==> src/rtl/sprite_motion_seq.sv <==
// sprite_motion_seq: frame-rate motion scheduler for bouncing sprites.
// On each qualified VSync rising edge the FSM sweeps the sprite bank, one sprite per clock,
// stepping X/Y and reflecting direction at the screen limits. A host load port can
// place or redirect sprites while the sequencer is idle.
// Optional feature: define SPRITE_SPEED_EN to add a 2-bit per-sprite step size register
// loaded from LdSpd (speed 0 freezes the sprite). Without it every sprite steps by 1.
module sprite_motion_seq #(
  parameter int unsigned NSPR = 2,
  parameter int unsigned XMAX = 640,
  parameter int unsigned YMAX = 480,
  parameter int unsigned SIZE = 32,
  parameter int unsigned W    = 10
) (
  input  logic              CLK,
  input  logic              nReset,
  input  logic              VSync,
  input  logic              Run,
  input  logic              LdEn,
  input  logic [2:0]        LdIdx,
  input  logic [W-1:0]      LdX,
  input  logic [W-1:0]      LdY,
  input  logic [1:0]        LdDir,
  input  logic [1:0]        LdSpd,
  output logic              LdAck,
  output logic [NSPR*W-1:0] XPos,
  output logic [NSPR*W-1:0] YPos,
  output logic              Busy,
  output logic              Done,
  output logic              Overrun
);

  localparam int unsigned IdxW = (NSPR > 1) ? $clog2(NSPR) : 1;
  localparam logic [IdxW-1:0] LastIdx = IdxW'(NSPR - 1);
  localparam logic [3:0]      NsprCnt = 4'(NSPR);
  localparam logic [W:0]      XLim    = (W+1)'(XMAX - 1 - SIZE);
  localparam logic [W:0]      YLim    = (W+1)'(YMAX - 1 - SIZE);
  localparam logic [W:0]      Low     = (W+1)'(1);

  typedef enum logic [1:0] {StIdle, StSweep, StDone} state_e;

  state_e                     state_q, state_d;
  logic [IdxW-1:0]            idx_q, idx_d;
  logic                       vsync_q;
  logic                       busy_q, busy_d;
  logic                       done_q, done_d;
  logic                       ack_q, ack_d;
  logic                       ovr_q, ovr_d;
  logic [NSPR-1:0][W-1:0]     x_q, x_d;
  logic [NSPR-1:0][W-1:0]     y_q, y_d;
  // Per sprite {ydir, xdir}, 1 = increasing.
  logic [NSPR-1:0][1:0]       dir_q, dir_d;

  logic                       upd;
  logic                       ld_ok;
  logic [IdxW-1:0]            ld_sel;
  logic [W:0]                 step;
  logic                       frozen;
  logic [W:0]                 x_res, y_res;

`ifdef SPRITE_SPEED_EN
  logic [NSPR-1:0][1:0]       spd_q, spd_d;
`else
  logic                       unused_ldspd;
  assign unused_ldspd = ^LdSpd;
`endif

  // One axis step. Result is {new_dir, new_pos}; compare is W+1 bits wide so p+s never wraps.
  function automatic logic [W:0] step_axis(input logic [W-1:0] p, input logic dir,
                                           input logic [W:0] s, input logic [W:0] lim);
    logic [W:0] pw;
    logic [W:0] res;
    pw = {1'b0, p};
    if (dir) begin
      if (pw + s >= lim) begin
        res = {1'b0, lim[W-1:0]};
      end else begin
        res    = pw + s;
        res[W] = 1'b1;
      end
    end else begin
      if (pw <= Low + s) begin
        res = {1'b1, Low[W-1:0]};
      end else begin
        res    = pw - s;
        res[W] = 1'b0;
      end
    end
    return res;
  endfunction

  assign upd    = VSync & ~vsync_q & Run;
  assign ld_sel = LdIdx[IdxW-1:0];
  assign ld_ok  = LdEn && (state_q == StIdle) && ({1'b0, LdIdx} < NsprCnt);

  // Step size and freeze flag for the sprite currently addressed by the sweep.
  always_comb begin
    step   = '0;
    frozen = 1'b0;
`ifdef SPRITE_SPEED_EN
    step[1:0] = spd_q[idx_q];
    frozen    = (spd_q[idx_q] == 2'd0);
`else
    step[0]   = 1'b1;
`endif
  end

  // Candidate new X/Y for the swept sprite, computed in parallel.
  always_comb begin
    x_res = step_axis(x_q[idx_q], dir_q[idx_q][0], step, XLim);
    y_res = step_axis(y_q[idx_q], dir_q[idx_q][1], step, YLim);
  end

  // Sequencer next state, bank updates and host load.
  always_comb begin
    state_d = state_q;
    idx_d   = idx_q;
    busy_d  = 1'b0;
    done_d  = 1'b0;
    ack_d   = 1'b0;
    ovr_d   = ovr_q;
    x_d     = x_q;
    y_d     = y_q;
    dir_d   = dir_q;
`ifdef SPRITE_SPEED_EN
    spd_d   = spd_q;
`endif

    case (state_q)
      StIdle: begin
        if (upd) begin
          state_d = StSweep;
          idx_d   = '0;
          busy_d  = 1'b1;
        end
      end
      StSweep: begin
        if (!frozen) begin
          x_d[idx_q]      = x_res[W-1:0];
          y_d[idx_q]      = y_res[W-1:0];
          dir_d[idx_q][0] = x_res[W];
          dir_d[idx_q][1] = y_res[W];
        end
        if (idx_q == LastIdx) begin
          state_d = StDone;
          done_d  = 1'b1;
        end else begin
          idx_d  = idx_q + 1'b1;
          busy_d = 1'b1;
        end
      end
      StDone: begin
        state_d = StIdle;
      end
      default: begin
        state_d = StIdle;
      end
    endcase

    // Frame edges that land on an active sweep are dropped but remembered.
    if (upd && (state_q != StIdle)) begin
      ovr_d = 1'b1;
    end

    // Loads only happen in idle, so they never collide with a sweep write.
    if (ld_ok) begin
      x_d[ld_sel]   = LdX;
      y_d[ld_sel]   = LdY;
      dir_d[ld_sel] = LdDir;
`ifdef SPRITE_SPEED_EN
      spd_d[ld_sel] = LdSpd;
`endif
      ack_d = 1'b1;
    end
  end

  // State and bank registers.
  always_ff @(posedge CLK or negedge nReset) begin
    if (!nReset) begin
      state_q <= StIdle;
      idx_q   <= '0;
      vsync_q <= 1'b0;
      busy_q  <= 1'b0;
      done_q  <= 1'b0;
      ack_q   <= 1'b0;
      ovr_q   <= 1'b0;
      x_q     <= {NSPR{W'(1)}};
      y_q     <= {NSPR{W'(1)}};
      dir_q   <= '1;
`ifdef SPRITE_SPEED_EN
      spd_q   <= {NSPR{2'd1}};
`endif
    end else begin
      state_q <= state_d;
      idx_q   <= idx_d;
      vsync_q <= VSync;
      busy_q  <= busy_d;
      done_q  <= done_d;
      ack_q   <= ack_d;
      ovr_q   <= ovr_d;
      x_q     <= x_d;
      y_q     <= y_d;
      dir_q   <= dir_d;
`ifdef SPRITE_SPEED_EN
      spd_q   <= spd_d;
`endif
    end
  end

  assign XPos    = x_q;
  assign YPos    = y_q;
  assign Busy    = busy_q;
  assign Done    = done_q;
  assign LdAck   = ack_q;
  assign Overrun = ovr_q;

endmodule

==> config.mk <==
export PLATFORM = sky130hd
export DESIGN_NAME = sprite_motion_seq
export DESIGN_NICKNAME = d
export VERILOG_FILES = /design/src/rtl/sprite_motion_seq.sv
export SDC_FILE = /design/constraint.sdc
export NUM_CORES = 1
export LEC_CHECK = 0
export ABC_AREA = 1
export CAP_MARGIN = 20
export CORE_ASPECT_RATIO = 0.6
export CORE_UTILIZATION = 43
export DETAILED_ROUTE_END_ITERATION = 16
export PLACE_DENSITY = 0.64
export SYNTH_ARGS = -nofsm -noshare
export SYNTH_HDL_FRONTEND = slang
export SYNTH_SLANG_ARGS = --single-unit
==> constraint.sdc <==
create_clock -name CLK -period 2.5 [get_ports CLK]
set_input_delay 0.75 -clock CLK [delete_from_list [all_inputs] [get_ports CLK]]
set_output_delay 0.75 -clock CLK [all_outputs]
set_load 0.005 [all_outputs]
* Word-level counts from Yosys, hierarchy flattened
Cells that the tools add are included.
** Word-level totals
- Output and inout bits :: 44
- Word-level logic and storage cells :: 90
- Bits of input ports :: 32
- Flip-flop bits (word level) :: 52
** Operators by class
- Equality and inequality tests :: 3
- Muxes and demuxes :: 47
- Reduce and logical (&&, ||, !) cells :: 10
- $lt $le $gt $ge :: 9
- Bitwise gates (word level) :: 3
- Add/subtract/negate cells :: 5
** Operators by type and width (count)
- 20-bit bitwise mux :: 4
- 20-bit 2-to-1 mux :: 4
- 11-bit 2-to-1 mux :: 6
- 10-bit 2-to-1 mux :: 6
- 10-bit by 1-bit adder with 11-bit output (second input constant) :: 2
- 10-bit demux with 1-bit select :: 2
- 10-bit by 2-bit <= comparator with 1-bit output (second input constant) :: 2
- 10-bit by 1-bit subtractor with 10-bit output (second input constant) :: 2
- 4-bit bitwise mux :: 3
- 2-bit 2-to-1 mux :: 6
- 11-bit by 10-bit greater-or-equal comparator with 1-bit output (second input constant) :: 1
- 11-bit by 9-bit greater-or-equal comparator with 1-bit output (second input constant) :: 1
- 1-bit 2-to-1 mux :: 8
- 4-bit 2-to-1 mux :: 2
- 2-bit demux with 1-bit select :: 3
- 1-bit logical AND :: 5
- 1-bit by 2-bit < comparator with 1-bit output (second input constant) :: 2
- 2-bit != test (second input constant) :: 2
- 1-bit case mux with 2 select lines :: 2
- 2-bit case mux with 2 select lines :: 1
- 2-bit AND reduction :: 2
- 2-bit nonzero test :: 2
- 3-bit by 2-bit < comparator with 1-bit output (second input constant) :: 1
- 1-bit bitwise AND :: 2
- 5 further kinds :: 6

* Depth between registers and ports, before layout
- Word-level depth :: 11
- Depth in mapped cells :: 21
- Mapped depth without buffers :: 19

* Least setup slack after synthesis
Ideal clock, no wire load.
- Path kind :: register to register
- From :: reg idx_q
- To :: reg y_q (netlist bit YPos[6])
- Setup time :: 0.121 ns
- Required time :: 2.379 ns
- Cell stages (with the launch flop) :: 21
- Clock period less this slack :: 2.267 ns
- Buffers on the path :: 2
- Arrival time :: 2.146 ns
- Path slack :: 0.233 ns
- Path through :: dfrtp_1 > buf_6 > inv_8 > buf_12 > nand2_4 > nand2_4 > inv_1 > ha_1 > inv_1 > o21bai_1 > inv_1 > nor2_1 > nand2_1 > nor2_1 > nand2_1 > nand2_1 > nand2_4 > nand3_4 > o21bai_4 > o21ai_1 > nand2_1
** RTL lines
- start: declaration :: RTL line 42 : logic [IdxW-1:0] idx_q, idx_d;
- start signal: assignment :: RTL line 194 : idx_q <= idx_d;
- end signal: assignment :: RTL line 187 : y_q <= {NSPR{W'(1)}};
- end signal: assignment :: RTL line 201 : y_q <= y_d;
- end: declaration :: RTL line 49 : logic [NSPR-1:0][W-1:0] y_q, y_d;

==> out/results.tsv <==
stage	metric	value	unit
grt	antenna_found_initial	0	
worst_hold_path	hp-class	input pin to asynchronous set/reset pin	
setup_path	worst-endpoint-arrival	2.68	ns
pwr	leakage	2.75	nW
drt	viasPerCell	5.43	
clock_tree	cts_buffer_depth	2	
layout	fin_util	0.646	
layout	instances_no_fill	835	
synthesis	synth-seq-cells	52	
layout	layout.cells.most_common_list	93 x nand2_1, 72 x clkdlybuf4s50_1, 64 x buf_4, 57 x a21oi_1	
synthesis	synth_xor_area_frac	0.0278	
synthesis	synthFlopType	dfrtp_1	
pwr	total_power	9.81	mW
clock_tree	cts_root_buffer	clkbuf_16	
setup_path	critPathLaunchType	flip-flop	
layout	n_fill_cell	835	
synthesis	synth_fp_nets	610	
run	cap_violations	0	
synthesis	synth_edf_count	0	
sta	tns	0	ns
synthesis	synthArstFlopShare	1.00	
drt	wl	14000	um
clock_tree	htree_levels	2	
sta	maxSlewHeadroom	0.461	
sta	final-setup-viol-count	0	
drt	wl_met2	5580	um
sta	skew	0.00659	ns
synthesis	synth_compound_area_frac	0.189	
setup_path	rrSetupSlack	0.05	ns
setup_path	required	2.73	ns
synthesis	ys_types	43	
synthesis	seq_area_frac_synth	0.316	
floorplanning	core	0.00926	mm2
setup_path	r2r_end	YPos[10]	
clock_tree	cts_made_buffers	5	
setup_path	r2r_cells	19	
drt	first_pass_iters	5	
sta	min_period	2.45	ns
sta	finalHoldViolCount	0	
clock_tree	clock-sinks	52	
setup_path	cp_num_buf_inv	3	
grt	grt_use_total	0.283	
drt	drc	0	
floorplanning	fp.dieW	129	um
clock_tree	tritoncts	done	
pwr	power_density	1640	mW/mm2
synthesis	synth-simple-area-share	0.340	
place	dp_slack	-0.0523	ns
clock_tree	clkSlewWorstSetupHoldPaths	0.07	ns
drt	dr.first_iter.drc_count	459	
sta	rsz0062_at_grt	true	
grt	grt_pass1_vias	4196	
sta	fin_crit_sh	0.980	
sta	max_freq	0.408	GHz
synthesis	synth_top_family_by_area	simple AND/OR/NAND/NOR gates	
pwr	ir_drop	871	uV
layout	syn_to_final_growth	44.2	%
place	dp_cells	810	
floorplanning	ios	76	
setup_path	critPathKind	flip-flop to flip-flop	
grt	grt-ovfl-total	0	
synthesis	synthAdderAreaFrac	0.0211	
place	placed_area	0.00536	mm2
drt	vias	4534	
place	port_buffers	73	
synthesis	synthCells	571	
synthesis	synthMuxAreaShare	0.00784	
floorplanning	start_util	0.448	
floorplanning	num_rows	27	
outcome	outcome	completed	
setup_path	path_max_fanout	8	
drt	wl_per_cell	16.8	um
layout	drive_above_1_share	0.322	
sta	layout_setup_ws	0.0508	ns
sta	final-max-slew-violation-count	0	
floorplanning	dieArea	0.0101	mm2
synthesis	syn-cell-area	0.00415	mm2
place	dp_hpwl	10300	um
setup_path	cpPeakStageDelay	0.41	ns
setup_path	end_kind	flip-flop	
clock_tree	clock_latency	0.30	ns
grt	grt_pass1_wl	21900	um
synthesis	syn_area_per_cell	7.26	um2
setup_path	critical_path.cell_chain	buf_6 > clkinv_8 > nand2_4 > nand2_4 > buf_6 > ha_4 > nand2_4 > nand2_1 > nor2_1 > nand2_1 > nor2_2 > nand2_1 > nand2_2 > nand2_4 > nand3_4 > nand2_2 > nand2_2 > nand2_2 > a21oi_2	
layout	layout_commonest_cell	nand2_1	
sta	tightestPinTransition	0.808	ns
synthesis	ys.warnings.count	0	
layout	nets	743	
sta	worst_hold_slack	0.433	ns
drt	met3_length	1340	um
floorplanning	die_y	78.1	um
setup_path	worstReg2RegStart	idx_q	
place	gp_congestion	0.892	
drt	top_layer_used	met4	
setup_path	cp_top_family	simple AND/OR/NAND/NOR gates	
drt	wl_met1	7000	um
layout	final_area	0.00598	mm2
drt	ant_nets	0	
layout	antenna_cells	0	
grt	grt_max_degree	53	
setup_path	cpMaxStageDelayCell	dfrtp_1	
layer usage:
metal	track usage	vias up
li1	-	2151
met5	0	-
met1	0.449	2146
met4	0.0424	0
met2	0.399	226
met3	0.0511	11
logic make-up (layout without fill, tap and decap cells):
family	count (synthesis)	count (layout)
AO/OA/AOI/OAI	125	125
XOR/XNOR	11	11
adder cells (fa/ha/maj)	7	7
buffers and inverters	92	225
flip-flops	52	52
multiplexers	2	2
AND/OR/NAND/NOR	282	283
cell type report:
type                       instances  area, um2  area share
clock inverter                     3       90.1      0.0151
tap                              130        163      0.0272
inverter                          70        280      0.0469
sequential                        52       1310       0.219
multi-input combinational        428       2670       0.446
clock buffer                       5        125      0.0209
timing repair buffer             147       1350       0.225
worst max path at each step:
stage	end	cells past startpoint	slack [ns]	from
2_1_floorplan	YPos[6]	20	0.23	idx_q
6_report	YPos[10]	19	0.05	idx_q
3_3_place_gp	YPos[6]	19	0.04	idx_q
3_5_place_dp	YPos[0]	20	-0.05	idx_q
5_1_grt	YPos[10]	20	-0.13	idx_q
4_1_cts	YPos[0]	18	0.004	idx_q
cell usage after synthesis (9+ instances only):
master	instances	share of area
a22oi_1	17	0.031
dfrtp_1	44	0.27
a21oi_1	59	0.071
nand2_4	10	0.027
nand2_1	108	0.098
a21oi_2	9	0.019
nand2_2	29	0.044
nor2_1	60	0.054
nand3_1	39	0.047
nand4_1	15	0.023
xor2_1	10	0.021
inv_1	63	0.057
o21ai_0	18	0.022
clkbuf_1	13	0.012
registers in the layout (all words and copies together) (netlist names):
signal / cells
XPos: 20
YPos: 20
vsync_q: 1
state_q: 2
Busy: 1
Done: 1
idx_q: 1
Overrun: 1
LdAck: 1
dir_q: 4
where the power goes:
group          switching [mW]  internal, mW  leakage (nW)
logic                    3.90          3.23          2.04
clock network           0.320         0.675         0.104
registers               0.401          1.29         0.604
what timing repair did:
item	in CTS	in global routing
gates cloned	0	1
endpoints found under the setup margin	17	39
gates resized for setup	8	65
pin swaps	5	37
setup buffers	4	12
hold buffers	0	0
No activity file was read; power rests on OpenSTA's default activity.
